<file path="src/rtl/fwd_sel_ctrl_if.sv">
// ---------------------------------------------------------------------------
// fwd_sel_ctrl_if
//   ID-stage instruction fields and pipeline controls into the forwarding
//   controller, plus the stall request and EX operand-mux selects back out.
//   master : the pipeline / decode side (drives ID fields, reads selects)
//   slave  : fwd_sel_ctrl
// ---------------------------------------------------------------------------
interface fwd_sel_ctrl_if #(
    parameter int unsigned REG_AW = 5
) ();

    localparam int unsigned SEL_W = 3;

    logic              id_valid;
    logic [REG_AW-1:0] id_rs;
    logic [REG_AW-1:0] id_rt;
    logic [REG_AW-1:0] id_rd;
    logic              id_reg_write;
    logic              id_is_load;
    logic              id_use_imm;
    logic              stall_in;
    logic              flush;
    logic              load_stall;
    logic [SEL_W-1:0]  ex_sel_a;
    logic [SEL_W-1:0]  ex_sel_b;

    modport master (
        output id_valid, id_rs, id_rt, id_rd, id_reg_write, id_is_load,
               id_use_imm, stall_in, flush,
        input  load_stall, ex_sel_a, ex_sel_b
    );

    modport slave (
        input  id_valid, id_rs, id_rt, id_rd, id_reg_write, id_is_load,
               id_use_imm, stall_in, flush,
        output load_stall, ex_sel_a, ex_sel_b
    );

endinterface : fwd_sel_ctrl_if

</file>
<file path="src/rtl/fwd_sel_ctrl.sv">
// ---------------------------------------------------------------------------
// fwd_sel_ctrl
//   Operand-forwarding controller for the five-stage pipeline. Tracks the
//   destination register of the instructions in EX and MEM, computes the
//   EX operand-mux selects while the consumer is in ID, and raises a
//   combinational load-use stall request.
//   clk        : clock, rising edge
//   rst        : asynchronous, active-high reset
//   bus.slave  : ID fields, stall_in/flush in; load_stall (comb),
//                ex_sel_a / ex_sel_b (registered) out
//   Select codes: 000 regfile, 001 EX/MEM ALU, 010 MEM/WB ALU,
//                 011 MEM/WB load data, 100 immediate (B only)
// ---------------------------------------------------------------------------
module fwd_sel_ctrl #(
    parameter int unsigned REG_AW = 5
) (
    input  logic           clk,
    input  logic           rst,
    fwd_sel_ctrl_if.slave  bus
);

    localparam int unsigned SEL_W = 3;

    localparam logic [SEL_W-1:0] SEL_RF     = 3'b000;
    localparam logic [SEL_W-1:0] SEL_EX_ALU = 3'b001;
    localparam logic [SEL_W-1:0] SEL_WB_ALU = 3'b010;
    localparam logic [SEL_W-1:0] SEL_WB_LD  = 3'b011;
    localparam logic [SEL_W-1:0] SEL_IMM    = 3'b100;

    // One in-flight instruction as seen by the forwarding logic
    typedef struct packed {
        logic              valid;
        logic [REG_AW-1:0] rd;
        logic              reg_write;
        logic              is_load;
    } slot_t;

    localparam slot_t SLOT_EMPTY = '{valid: 1'b0, rd: '0, reg_write: 1'b0, is_load: 1'b0};

    slot_t            ex_q,    ex_d;
    slot_t            mem_q,   mem_d;
    logic [SEL_W-1:0] sel_a_q, sel_a_d;
    logic [SEL_W-1:0] sel_b_q, sel_b_d;

    logic [SEL_W-1:0] id_sel_a;
    logic [SEL_W-1:0] id_sel_b;
    logic             stall_req;
    slot_t            id_slot;

    // True when slot s will write register r; $0 never counts as a result
    function automatic logic is_writer(input slot_t s, input logic [REG_AW-1:0] r);
        return s.valid && s.reg_write && (s.rd == r) && (r != '0);
    endfunction

    // Nearest producer wins: EX beats MEM, otherwise fall back to regfile
    function automatic logic [SEL_W-1:0] fwd_code(input slot_t ex,
                                                  input slot_t mem,
                                                  input logic [REG_AW-1:0] r);
        logic [SEL_W-1:0] code;
        code = SEL_RF;
        if (is_writer(ex, r)) begin
            code = SEL_EX_ALU;
        end else if (is_writer(mem, r)) begin
            code = mem.is_load ? SEL_WB_LD : SEL_WB_ALU;
        end
        return code;
    endfunction

    // Load-use hazard: a load in EX produces data too late for the ID consumer
    always_comb begin
        stall_req = 1'b0;
        if (bus.id_valid && ex_q.is_load && is_writer(ex_q, ex_q.rd)) begin
            stall_req = (ex_q.rd == bus.id_rs) ||
                        ((ex_q.rd == bus.id_rt) && !bus.id_use_imm);
        end
    end

    // Select codes for the instruction currently in ID
    always_comb begin
        id_sel_a = fwd_code(ex_q, mem_q, bus.id_rs);
        id_sel_b = bus.id_use_imm ? SEL_IMM : fwd_code(ex_q, mem_q, bus.id_rt);
    end

    // ID fields packed into a slot; a non-valid ID leaves an empty slot
    always_comb begin
        id_slot = SLOT_EMPTY;
        if (bus.id_valid) begin
            id_slot.valid     = 1'b1;
            id_slot.rd        = bus.id_rd;
            id_slot.reg_write = bus.id_reg_write;
            id_slot.is_load   = bus.id_is_load;
        end
    end

    // Slot advance: freeze > flush/load-use bubble > normal issue into EX
    always_comb begin
        ex_d    = ex_q;
        mem_d   = mem_q;
        sel_a_d = sel_a_q;
        sel_b_d = sel_b_q;
        if (bus.stall_in) begin
            ex_d    = ex_q;
            mem_d   = mem_q;
        end else if (bus.flush || stall_req) begin
            ex_d    = SLOT_EMPTY;
            mem_d   = ex_q;
            sel_a_d = SEL_RF;
            sel_b_d = SEL_RF;
        end else begin
            ex_d    = id_slot;
            mem_d   = ex_q;
            sel_a_d = bus.id_valid ? id_sel_a : SEL_RF;
            sel_b_d = bus.id_valid ? id_sel_b : SEL_RF;
        end
    end

    // State register
    always_ff @(posedge clk or posedge rst) begin
        if (rst) begin
            ex_q    <= SLOT_EMPTY;
            mem_q   <= SLOT_EMPTY;
            sel_a_q <= SEL_RF;
            sel_b_q <= SEL_RF;
        end else begin
            ex_q    <= ex_d;
            mem_q   <= mem_d;
            sel_a_q <= sel_a_d;
            sel_b_q <= sel_b_d;
        end
    end

    assign bus.load_stall = stall_req;
    assign bus.ex_sel_a   = sel_a_q;
    assign bus.ex_sel_b   = sel_b_q;

endmodule : fwd_sel_ctrl

</file>
<file path="src/flat_wrapper.sv">
// flat-port wrapper written by rule: the top's interface ports become plain ports
module fwd_sel_ctrl_flat 
#(
    parameter int unsigned REG_AW = 5
)
  (clk, rst, bus_id_valid, bus_id_rs, bus_id_rt, bus_id_rd, bus_id_reg_write, bus_id_is_load, bus_id_use_imm, bus_stall_in, bus_flush, bus_load_stall, bus_ex_sel_a, bus_ex_sel_b);
  fwd_sel_ctrl_if #(.REG_AW(REG_AW)) bus_i ();
  input  logic clk;
  input  logic rst;
  input wire logic [$bits(bus_i.id_valid)-1:0] bus_id_valid;
  input wire logic [$bits(bus_i.id_rs)-1:0] bus_id_rs;
  input wire logic [$bits(bus_i.id_rt)-1:0] bus_id_rt;
  input wire logic [$bits(bus_i.id_rd)-1:0] bus_id_rd;
  input wire logic [$bits(bus_i.id_reg_write)-1:0] bus_id_reg_write;
  input wire logic [$bits(bus_i.id_is_load)-1:0] bus_id_is_load;
  input wire logic [$bits(bus_i.id_use_imm)-1:0] bus_id_use_imm;
  input wire logic [$bits(bus_i.stall_in)-1:0] bus_stall_in;
  input wire logic [$bits(bus_i.flush)-1:0] bus_flush;
  output wire logic [$bits(bus_i.load_stall)-1:0] bus_load_stall;
  output wire logic [$bits(bus_i.ex_sel_a)-1:0] bus_ex_sel_a;
  output wire logic [$bits(bus_i.ex_sel_b)-1:0] bus_ex_sel_b;
  assign bus_i.id_valid = bus_id_valid;
  assign bus_i.id_rs = bus_id_rs;
  assign bus_i.id_rt = bus_id_rt;
  assign bus_i.id_rd = bus_id_rd;
  assign bus_i.id_reg_write = bus_id_reg_write;
  assign bus_i.id_is_load = bus_id_is_load;
  assign bus_i.id_use_imm = bus_id_use_imm;
  assign bus_i.stall_in = bus_stall_in;
  assign bus_i.flush = bus_flush;
  assign bus_load_stall = bus_i.load_stall;
  assign bus_ex_sel_a = bus_i.ex_sel_a;
  assign bus_ex_sel_b = bus_i.ex_sel_b;
  fwd_sel_ctrl #(.REG_AW(REG_AW)) u_core (.clk(clk), .rst(rst), .bus(bus_i));
endmodule
</file>
<file path="config.mk">
export PLATFORM = sky130hd
export DESIGN_NAME = fwd_sel_ctrl_flat
export DESIGN_NICKNAME = d
export VERILOG_FILES = /design/src/rtl/fwd_sel_ctrl_if.sv /design/src/rtl/fwd_sel_ctrl.sv /design/src/flat_wrapper.sv
export SDC_FILE = /design/constraint.sdc
export NUM_CORES = 1
export LEC_CHECK = 0
export ABC_AREA = 1
export BUFFER_PORTS_ARGS = -buffer_cell sky130_fd_sc_hd__buf_2
export CORE_MARGIN = 2
export CORE_UTILIZATION = 54
export DETAILED_ROUTE_END_ITERATION = 8
export GPL_ROUTABILITY_DRIVEN = 0
export GPL_TIMING_DRIVEN = 0
export PLACE_DENSITY = 0.83
export SLEW_MARGIN = 5
export SYNTH_ARGS = -nofsm -noshare
export SYNTH_HDL_FRONTEND = slang
export SYNTH_SLANG_ARGS = --single-unit
</file>
<file path="constraint.sdc">
create_clock -name clk -period 1.9 [get_ports clk]
set_clock_uncertainty 0.05 [all_clocks]
set_input_delay 0.095 -clock clk [delete_from_list [all_inputs] [get_ports clk]]
set_output_delay 0.095 -clock clk [all_outputs]
set_load 0.005 [all_outputs]
</file>
## After elaboration in Yosys (flattened, before gate mapping)

Index checks and enable logic that the tools add are counted.

- Input bits: 23
- Word-level logic and storage cells: 47
- Bits in registers: 22
- Output and inout port bits: 7

- Reduce and logical (&&, ||, !) cells: 20
- Equal/unequal tests: 4
- Muxes and demuxes: 13

Operators with widths:

| cell | number |
|---|---|
| $mux W3 | 9 |
| $eq A5 B5 Y1 | 4 |
| $mux W8 | 2 |
| $reduce_bool A5 Y1 | 3 |
| $logic_and A1 B1 Y1 | 14 |
| $logic_or A1 B1 Y1 | 2 |
| $mux W1 | 2 |
| $logic_not A1 Y1 | 1 |

## Longest topological paths before layout

- Depth after elaboration: 8
- Mapped depth: 11
- Depth with buffers taken out: 10

## Least setup slack after synthesis

OpenSTA, ideal clock, no wires.

- Kind: register to register
- Start: register u_core.ex_q[2] in the netlist's numbering
- End: register u_core.sel_b_q[0] (netlist: u_core.bus.ex_sel_b[0])
- Stages on the path, launching flop included: 12
- Library setup time: 115 ps
- Slack: 560 ps
- Buffers on the path: 1
- Arrival time: 1,175 ps
- Data required time: 1,735 ps
- Clock period less this slack: 1,340 ps
- Cell sequence: dfrtp_1 -> inv_1 -> nand2_1 -> nand2_1 -> inv_1 -> nor2_2 -> nand4_1 -> nand2_2 -> nand2_4 -> buf_6 -> nand3_2 -> nand2_2

- Cells in the longest elaborated chain, start to end: 7
- Elaborated cells on any way between the ends: 15
- Those cells by class: 2 x eq/ne; 5 x mux; 8 x reduce/logical

Ends and longest elaborated chain:

| element | RTL line | RTL |
|---|---|---|
| start, declared | fwd_sel_ctrl.sv:40 | `slot_t ex_q, ex_d;` |
| start signal, assigned | fwd_sel_ctrl.sv:120 | `ex_q <= SLOT_EMPTY;` |
| start signal, assigned | fwd_sel_ctrl.sv:125 | `ex_q <= ex_d;` |
| $eq A5 B5 Y1 | fwd_sel_ctrl.sv:52, fwd_sel_ctrl.sv:74 |  |
| $logic_and A1 B1 Y1 (2 in series) | fwd_sel_ctrl.sv:52 | `return s.valid && s.reg_write && (s.rd == r) && (r != '0);` |
| $mux W3 | fwd_sel_ctrl.sv:61 | `if (is_writer(ex, r)) begin` |
| $mux W3 | fwd_sel_ctrl.sv:81 | `id_sel_b = bus.id_use_imm ? SEL_IMM : fwd_code(ex_q, mem_q, bus.id_rt);` |
| $mux W3 | fwd_sel_ctrl.sv:113 | `sel_b_d = bus.id_valid ? id_sel_b : SEL_RF;` |
| $mux W3 * | fwd_sel_ctrl.sv:104 | `end else if (bus.flush \|\| stall_req) begin` |
| end signal, assigned | fwd_sel_ctrl.sv:128 | `sel_b_q <= sel_b_d;` |
| end, declared | fwd_sel_ctrl.sv:43 | `logic [SEL_W-1:0] sel_b_q, sel_b_d;` |

Mark *: on every way between the ends. The rest lies on a longest branch, timed or not.
A chain may end at the register's enable or synchronous reset.

## Final worst setup path

- Start: register u_core.ex_q[3] in the netlist's numbering
- End: output port bus_load_stall

- Cells in the longest elaborated chain, start to end: 4
- Elaborated cells on any way between the ends: 8
- Those cells by class: 2 x eq/ne; 1 x mux; 5 x reduce/logical

Ends and longest elaborated chain:

| element | RTL line | RTL |
|---|---|---|
| $eq A5 B5 Y1 or $reduce_bool A5 Y1 (tied branches) | fwd_sel_ctrl.sv:74, fwd_sel_ctrl.sv:52 |  |
| $logic_and A1 B1 Y1, on equally long branches | fwd_sel_ctrl.sv:74, fwd_sel_ctrl.sv:52 |  |
| $logic_or A1 B1 Y1 or $logic_and A1 B1 Y1 (tied branches) | fwd_sel_ctrl.sv:73, fwd_sel_ctrl.sv:72 |  |
| $mux W1 * | fwd_sel_ctrl.sv:72 | `if (bus.id_valid && ex_q.is_load && is_writer(ex_q, ex_q.rd)) begin` |
| end, declared | flat_wrapper.sv:19 | `output wire logic [$bits(bus_i.load_stall)-1:0] bus_load_stall;` |

Marks and branches as above.

==> flow_summary.ini <==
[timing]
finalCriticalPeriod_ns = 1.879
max-slew-margin-rel = 0.4659
final-hold-violation-count = 0
setup_viol = 0
timing.final.max_slew_violations = 0
final.hold.worst_slack_ns = 0.03618
final_period_util = 0.9890
max_freq_ghz = 0.5322
worst-slew-pin-transition_ns = 0.8002

[pwr]
power.density_cell_area_mw_per_mm2 = 518.3
max-vdd-ir-drop_mv = 0.4697
power_leakage_nw = 0.9832
report.power.total_mw = 0.9312

[routing]
antenna_violating_nets_post_route = 0
finalWirelength_um = 3788
residual_drc_count = 0
routed-via-count = 1497
routedWlPerCell_um = 13.15
dr.pass1.iters = 6
drt-initial-drc-count = 75
routed_via_density = 5.198

[cts]
cts_buffer_depth = 2
clock_latency_late_sink_ns = 0.30
clock-root-buffer = sky130_fd_sc_hd__clkbuf_4
tritoncts = done
cts_buffers = 3
cts_sinks = 21
cts_htree_levels = 1
clkTransAtPathRegs_ns = 0.13

[floorplanning]
fp.dieArea_mm2 = 0.003119
fp.coreArea_mm2 = 0.002522
floorplan.initialDensity = 0.5754
row_count = 18
ios = 30
die_w_um = 55.85
die_h_um = 55.85

[logic_synthesis]
syn_area_per_cell_um2 = 6.846
mappedNetlistArea_mm2 = 0.001451
part_of_the_yosys_area_used_for_sequential_elements = 0.3621
postSynthRegisterBits = 21
post_synth_inst_count = 212
synth-warning-count = 0
synthDistinctLibCells = 22
synth_nets = 235

[worst_setup_path]
critical-path-top-cell-by-count = sky130_fd_sc_hd__nand2_2
critical_path_required_ns = 1.75
crit_slowest_cell = sky130_fd_sc_hd__dfrtp_1
ordered_cell_list_for_the_critical_path = inv_1, nand2_2, nand2_2, nor2_2, nand4_1, nand2_2, nand2_8, inv_1, buf_2
critical_path_arrival_ns = 1.73
rr_endpoint = u_core.ex_q[7]
start_kind = register
worstPathMaxFanout = 5
worst_path_dominant_cell_family = simple AND/OR/NAND/NOR gates
crit_path_end_kind = primary output
critical-path-max-stage-delay_ns = 0.48
timing.reg2reg.setup_slack_ns = 0.16
worst-setup-path-type = reg -> out
timing.critical_path.buf_inv = 3
worst_r2r_startpoint = u_core.ex_q[3]
register_to_register_path_depth = 10

[outcome]
status = complete, no violations

[final_layout]
layout-drive-gt1-share = 0.2791
antennaDiodeCount = 0
synthToLayoutAreaGrowth_pct = 23.79
post-route-cell-area_mm2 = 0.001797
final_core_utilization = 0.7123
nets = 282

[hold_path]
whs_endpoint = u_core.ex_q[4]
whs_path_depth = 4
worstHoldStart = bus_flush
holdCritPathClass = in -> reg

[flow_run]
cap_violations = 0

[grt]
largest_net_degree_at_the_start_of_global_routing = 22
global_route_wire_length_before_repair_um = 6078
grt-ovfl-total = 0
antenna_violations_before_repair = 0
vias_in_the_first_global_route = 1402
gr-usage-all-layers = 0.2466

[placed_design]
buffer_ports.inserted = 27
dp_hpwl_um = 2584
placed_cell_area_mm2 = 0.001624
cells in the mapped netlist:
| cell type | n | area [µm²] |
|---|---|---|
| sky130_fd_sc_hd__nor3_1 | 1 | 5.000 |
| sky130_fd_sc_hd__dfrtp_1 | 21 | 525.5 |
| sky130_fd_sc_hd__nand2_1 | 75 | 281.5 |
| sky130_fd_sc_hd__or2_2 | 1 | 6.260 |
| sky130_fd_sc_hd__clkbuf_1 | 3 | 11.26 |
| sky130_fd_sc_hd__buf_4 | 2 | 15.01 |
| sky130_fd_sc_hd__xnor2_1 | 6 | 52.55 |
| sky130_fd_sc_hd__buf_6 | 1 | 11.26 |
| sky130_fd_sc_hd__inv_1 | 26 | 97.59 |
| sky130_fd_sc_hd__conb_1 | 1 | 3.750 |
| sky130_fd_sc_hd__inv_2 | 2 | 7.510 |
| sky130_fd_sc_hd__o21ai_0 | 9 | 45.04 |
| sky130_fd_sc_hd__and2_1 | 1 | 6.260 |
| sky130_fd_sc_hd__nand3_2 | 10 | 100.1 |
| sky130_fd_sc_hd__xor2_1 | 1 | 8.760 |
| sky130_fd_sc_hd__nand2_2 | 12 | 75.07 |
| sky130_fd_sc_hd__nor2_2 | 4 | 25.02 |
| sky130_fd_sc_hd__nand2_4 | 1 | 11.26 |
| sky130_fd_sc_hd__nand4_1 | 5 | 31.28 |
| sky130_fd_sc_hd__nand3_1 | 13 | 65.06 |
| sky130_fd_sc_hd__nor2_1 | 15 | 56.30 |
| sky130_fd_sc_hd__a21oi_1 | 2 | 10.01 |
where the power goes:
group | leakage, nW | internal [mW] | switching [mW]
Combinational | 0.683 | 0.0895 | 0.121
Sequential | 0.283 | 0.470 | 0.0278
Clock | 0.0177 | 0.0784 | 0.144
routing by layer:
metal / GRT usage / vias to the layer above / wire length, µm
met4: 0.09524 / 0 / 106
met3: 0.03256 / 10 / 309
met1: 0.3250 / 678 / 1573
li1: - / 743 / -
met2: 0.4116 / 66 / 1799
met5: 0 / - / 0
stage by stage:
| stage | TNS, ns | setup slack, ns | instances |
|---|---|---|---|
| 6_report | 0 | 0.02096 | 288 |
| 5_1_grt | -0.08219 | -0.08219 | 288 |
| 3_3_place_gp | 0 | 0.3366 | 269 |
| 2_1_floorplan | 0 | 0.5595 | 212 |
| 4_1_cts | 0 | 0.007411 | 284 |
| 3_5_place_dp | 0 | 0.3227 | 269 |
cells by family (layout without fill, tap and decap cells):
group                  count (synthesis)  after routing  share of synthesized area
AO/OA/AOI/OAI                         11             11                    0.03793
XOR/XNOR                               7              7                    0.04224
buffers and inverters                 34             80                    0.09827
flip-flops                            21             21                     0.3621
other                                  1              1                   0.002584
AND/OR/NAND/NOR                      138            138                     0.4569
worst max path at each step:
stage,cells past startpoint,start,to
floorplan,11,u_core.ex_q[2],u_core.bus.ex_sel_b[0]
global placement,11,u_core.ex_q[2],bus_load_stall
detailed placement,11,u_core.ex_q[2],bus_load_stall
CTS,10,u_core.ex_q[5],bus_load_stall
global route,9,u_core.ex_q[3],bus_load_stall
finish,9,u_core.ex_q[3],bus_load_stall
layout by cell type (no fill, tap or decap), drive strengths merged:
cell type / n
nor3: 1
or2: 1
nand3: 23
xnor2: 6
buf: 36
xor2: 1
dlygate4sd3: 9
clkinv: 1
and2: 1
clkbuf: 6
a21oi: 2
conb: 1
nand4: 5
nor2: 19
nand2: 88
o21ai: 9
inv: 28
dfrtp: 21
sequential cells by signal, summed over array words and instances (netlist names):
name / cells
u_core.ex_q: 8
u_core.bus.ex_sel_b: 3
u_core.mem_q: 8
u_core.bus.ex_sel_a: 2
area by class of cell:
type                            instances  area, µm²
Timing Repair Buffer                   43      281.5
Buffer                                  5      26.28
Fill cell                             220      725.7
Clock buffer                            3      22.52
Inverter                               28      105.1
Tap cell                               30      37.54
Sequential cell                        21      526.8
Clock inverter                          1      5.005
Multi-Input combinational cell        157      792.0
tightest hold or removal path, cell delays in order:
cell and delay (ns):
sky130_fd_sc_hd__buf_2 0.08, sky130_fd_sc_hd__nor2_1 0.07, sky130_fd_sc_hd__nand3_1 0.08, sky130_fd_sc_hd__nand2_1 0.04
repair_timing:
action / in CTS / in global routing
gates cloned: 0 / 0
endpoints found under the hold margin: 29 / 0
pin swaps: 0 / 2
hold buffers: 9 / 0
endpoints found under the setup margin: 1 / 1
resized for setup: 1 / 3
setup buffers: 2 / 5
Note: power is estimated with default switching activity, not from simulation.
